File: src/rtl/zynq_pl2ps_packet_arbiter.sv
// zynq_pl2ps_packet_arbiter: round-robin packet arbiter sharing one PL-to-PS FIFO lane.
// Each grant emits one header word, then the requester's body words without interleaving.
module zynq_pl2ps_packet_arbiter #(
  parameter int num_req_p = 4,
  parameter int data_width_p = 32,
  parameter int max_len_p = 16
) (
  input  logic                              aclk,
  input  logic                              aresetn,
  input  logic [num_req_p-1:0]              req_v_i,
  input  logic [num_req_p*8-1:0]            req_len_i,
  input  logic [num_req_p*data_width_p-1:0] req_data_i,
  output logic [num_req_p-1:0]              req_yumi_o,
  output logic [data_width_p-1:0]           fifo_data_o,
  output logic                              fifo_v_o,
  input  logic                              fifo_ready_i,
  output logic                              busy_o,
  output logic [3:0]                        grant_id_o,
  output logic [31:0]                       pkt_count_o
);
  localparam int sel_w = $clog2(num_req_p);
  typedef enum logic [1:0] {idle_s, header_s, body_s} state_e;
  state_e state_r, state_n;
  logic [3:0] last_r, win;
  logic [4:0] idx;
  logic [7:0] len_r, cnt_r, win_len;
  logic [7:0] len_a [num_req_p];
  logic [data_width_p-1:0] data_a [num_req_p];
  logic [sel_w-1:0] gsel;
  logic [31:0] hdr;
  logic fire, done;
  for (genvar g = 0; g < num_req_p; g++) begin : g_unpack
    assign len_a[g] = req_len_i[g*8 +: 8];
    assign data_a[g] = req_data_i[g*data_width_p +: data_width_p];
  end
  // Scan downwards so the candidate closest after last_r is the one left in win.
  always_comb begin
    win = last_r;
    idx = '0;
    for (int i = num_req_p; i >= 1; i--) begin
      idx = 5'(last_r) + 5'(i);
      idx = idx >= 5'(num_req_p) ? idx - 5'(num_req_p) : idx;
      if (req_v_i[idx[sel_w-1:0]]) win = idx[3:0];
    end
  end
  assign win_len = len_a[win[sel_w-1:0]] > 8'(max_len_p) ? 8'(max_len_p) : len_a[win[sel_w-1:0]];
  assign gsel = grant_id_o[sel_w-1:0];
  assign hdr = {8'hA5, 4'h0, grant_id_o, 8'h00, len_r};
  assign fire = fifo_v_o & fifo_ready_i;
  assign done = fire & (state_r == header_s ? len_r == 8'd0 : cnt_r == 8'd1);
  always_ff @(posedge aclk) state_r <= !aresetn ? idle_s : state_n;
  always_comb begin
    state_n = state_r == idle_s ? (|req_v_i ? header_s : idle_s)
            : done ? idle_s
            : (state_r == header_s & fire) ? body_s : state_r;
  end
  // Outputs are gated by aresetn so nothing leaves the block during the reset cycle.
  always_comb begin
    fifo_v_o = aresetn & (state_r == header_s | (state_r == body_s & req_v_i[gsel]));
    fifo_data_o = !aresetn ? '0
                : state_r == header_s ? data_width_p'(hdr)
                : state_r == body_s ? data_a[gsel] : '0;
    busy_o = state_r != idle_s;
  end
  assign req_yumi_o = (state_r == body_s & fire) ? num_req_p'(1) << gsel : '0;
  always_ff @(posedge aclk) begin
    if (!aresetn) begin
      last_r <= 4'(num_req_p - 1);
      grant_id_o <= '0;
      len_r <= '0;
      cnt_r <= '0;
      pkt_count_o <= '0;
    end else begin
      if (state_r == idle_s && |req_v_i) begin
        grant_id_o <= win;
        len_r <= win_len;
      end
      if (fire) cnt_r <= state_r == header_s ? len_r : cnt_r - 8'd1;
      if (done) begin
        last_r <= grant_id_o;
        pkt_count_o <= pkt_count_o + 32'd1;
      end
    end
  end
endmodule
File: config.mk
export PLATFORM = sky130hd
export DESIGN_NAME = zynq_pl2ps_packet_arbiter
export DESIGN_NICKNAME = d
export VERILOG_FILES = /design/src/rtl/zynq_pl2ps_packet_arbiter.sv
export SDC_FILE = /design/constraint.sdc
export NUM_CORES = 1
export LEC_CHECK = 0
export BUFFER_PORTS_ARGS = -buffer_cell sky130_fd_sc_hd__buf_2
export CAP_MARGIN = 20
export CORE_ASPECT_RATIO = 1.1
export CORE_MARGIN = 2
export CORE_UTILIZATION = 40
export DETAILED_ROUTE_END_ITERATION = 16
export PLACE_DENSITY_LB_ADDON = 0.08
export SLEW_MARGIN = 40
export SYNTH_ARGS = -nofsm -noshare
export SYNTH_HDL_FRONTEND = slang
export SYNTH_SLANG_ARGS = --single-unit
File: constraint.sdc
create_clock -name aclk -period 8.5 [get_ports aclk]
set_clock_uncertainty 0.15 [all_clocks]
set_input_delay 0.425 -clock aclk [delete_from_list [all_inputs] [get_ports aclk]]
set_output_delay 0.425 -clock aclk [all_outputs]
set_load 0.05 [all_outputs]
==> qor.txt <==
Ports -> 241
Clock Latency Late Sink -> 0.32 ns
Final Hold Viols -> 0
Mean Syn Cell Area -> 9.114 um^2
Post-synth top area cell -> dfxtp_1
Fmax -> 274.5 MHz
Commonest register cell after synthesis -> dfxtp_1
Total die area -> 0.01285 mm^2
Worst hold-check path type -> reg -> reg
Initial antenna violation count -> 0
Setup ws final -> 4.856 ns
Die Span Y -> 118.7 um
Critical path endpoint category -> output pin
Req. time, crit path -> 7.93 ns
Drt wl/cell -> 18.16 um
Met1 usage -> 32.26%
Met2 usage -> 43.87%
Pin count of the biggest net entering global routing -> 69
Clock root cell -> clkbuf_16
DRT iter0 DRCs -> 244
FILL cells -> 1158
Global-route wire length before repair -> 25.49 mm
Crit Path Class -> in -> out
Setup Buffers After CTS -> 0
Core outline area -> 0.01159 mm^2
Share of layout cells above drive strength 1 -> 43.95%
Minimum clock period -> 3.644 ns
Antenna cells -> 0
Final WL -> 16.23 mm
Synth-to-Final Area Change -> 33.13%
Async set-reset flop share out of synthesis -> 0%
Starting density of the core -> 41.27%
Clk pin slew, worst setup/hold paths -> 0.05 ns
Worst vdd ir -> 0.0001525 V
Register area share after synthesis -> 24.27%
Vias in the first global route -> 4952
Rel. slew slack -> 54.80%
GR Overflow Total -> 0
Area of the multi-input gates -> 0.003402 mm^2
Routed Antenna Nets -> 0
Syn Nets -> 708
# resized after CTS -> 0
Synth warnings -> 0
Num CTS Buffers -> 9
M3 GR Usage -> 4.413%
DP HPWL -> 12.98 mm
Slew @ Worst Pin -> 0.6724 ns
Unrepaired setup endpoints after global routing -> false
Max-slew violation count -> 0
Power Dens Cells -> 134.4 mW/mm^2
Critical path arrival -> 3.07 ns
Pre-CTS setup slack -> 4.685 ns
I/O Buffers -> 240
Top cells by area, synth -> dfxtp_1, mux4_2, and2_1
Cell area after synthesis -> 0.004785 mm^2
Worst Path Max Fanout -> 68
Register Area -> 0.001164 mm^2
Final Cycle Share -> 42.87%
Max-Cap Viols -> 0
Global Route Usage Sum -> 25.35%
H-tree depth -> 3
Vias per cell -> 5.488
Crit start category -> primary input
EDFF count, synth -> 0
Leakage -> 2.959 nW
Final setup fails -> 0
Nets -> 923
Most frequent cell after synthesis -> dfxtp_1
Mapped Cells -> 525
Unique masters post-synth -> 60
Top post-synthesis cells by count -> dfxtp_1, and2_1, mux4_2, clkbuf_1, nand2_1
Yosys top cell area share -> 24.27%
Setup_tns -> 0 ns
Die width -> 108.3 um
CTS Buffer Depth -> 2
GPL Wtd Cong -> 0.9407
TritonCTS clock tree -> done
GRT busiest layer -> met2
Clock Sinks -> 58
DRC viols -> 0
First-pass DRT Iterations -> 5
Worst hold slack -> 0.3526 ns
Status -> finished clean
Cts hold-fix bufs -> 0
DR vias -> 4906
Register bit total from synthesis -> 58
Rows -> 41
-- layout by cell type (no fill, tap or decap), types with 6 or more instances in the layout --
| master | count |
|---|---|
| buf_2 | 241 |
| dfxtp_1 | 56 |
| and2_1 | 43 |
| mux4_2 | 36 |
| nand2_1 | 30 |
| o21ai_0 | 28 |
| inv_1 | 21 |
| a21boi_0 | 17 |
| nand3_1 | 17 |
| xor2_1 | 16 |
| ha_1 | 16 |
| nor2_1 | 15 |
| xnor2_1 | 13 |
| nor2b_1 | 12 |
| nor4_1 | 12 |
| a21oi_1 | 11 |
| or3_1 | 11 |
| mux2i_1 | 10 |
| clkbuf_16 | 9 |
| a22o_1 | 8 |
| nor3_2 | 8 |
| nor3_1 | 7 |
| and3_1 | 7 |
| a22oi_1 | 6 |
| buf_4 | 6 |
-- cells by family after synthesis --
| kind of cell | count (synthesis) | synth area share [%] |
|---|---|---|
| AOI/OAI and AO/OA | 109 | 15.90 |
| xor gates and xnor gates | 29 | 5.309 |
| adders and majority gates | 16 | 4.184 |
| buffers and inverters | 64 | 5.387 |
| DFF | 58 | 24.27 |
| muxes | 48 | 19.51 |
| and+or+nand+nor | 201 | 25.44 |
-- routing by layer --
metal	up-vias	share of wire [%]
met5	-	0
li1	2389	-
met3	19	7.0
met1	2321	41
met4	0	2.0
met2	177	50
-- final timing paths --
| kind | slack (ns) | cells past startpoint | to | start |
|---|---|---|---|---|
| worst max-delay path | 4.86 | 7 | req_yumi_o[2] | aresetn |
| worst min-delay path | 0.35 | 2 | len_r[1]$_SDFFE_PN0P_ | len_r[1]$_SDFFE_PN0P_ |
| worst max register to register | 4.96 | 8 | len_r[3]$_SDFFE_PN0P_ | last_r[1]$_SDFFE_PN1P_ |
| worst min register to register | 0.35 | 2 | len_r[1]$_SDFFE_PN0P_ | len_r[1]$_SDFFE_PN0P_ |
-- worst max-delay path: stages --
cell	delay (ns)
buf_2	0.07
buf_4	0.45
and3b_1	0.65
a21o_1	0.31
nand2_1	0.43
nor4b_1	0.37
buf_2	0.32
-- sequential cells by signal, indices dropped and copies added, names as in the netlist --
register and count:
len_r 8, pkt_count_o 32, cnt_r 8, last_r 4, grant_id_o 4, state_r 2
-- area by class of cell --
type	instances	area share [%]
clock buffers	12	3.870
clock inverters	3	0.6286
inverters	21	1.237
multi-input cells	403	53.41
flip-flops and latches	58	18.27
well taps	150	2.946
repair buffers	247	19.64
-- where the power goes --
part           leakage [nW]  total (mW)  switching (mW)  internal (mW)
clock                 0.142       0.346           0.114          0.232
combinational          2.35       0.222           0.122          0.100
sequential            0.469       0.288         0.00941          0.279
total                  2.96       0.856           0.245          0.611
-- stage by stage --
step / cell area [um^2] / power [mW] / utilization, % / cells
detailed placement: 6077 / 0.5151 / 52.42 / 878
finish: 6370 / 0.8562 / 54.94 / 894
global placement: 6047 / 0.5116 / 52.16 / 878
global route: 6370 / 0.8941 / 54.94 / 894
CTS: 6364 / 0.8636 / 54.89 / 893
floorplan: 4785 / 0.4367 / - / 525
No activity file was read; power rests on OpenSTA's default activity.
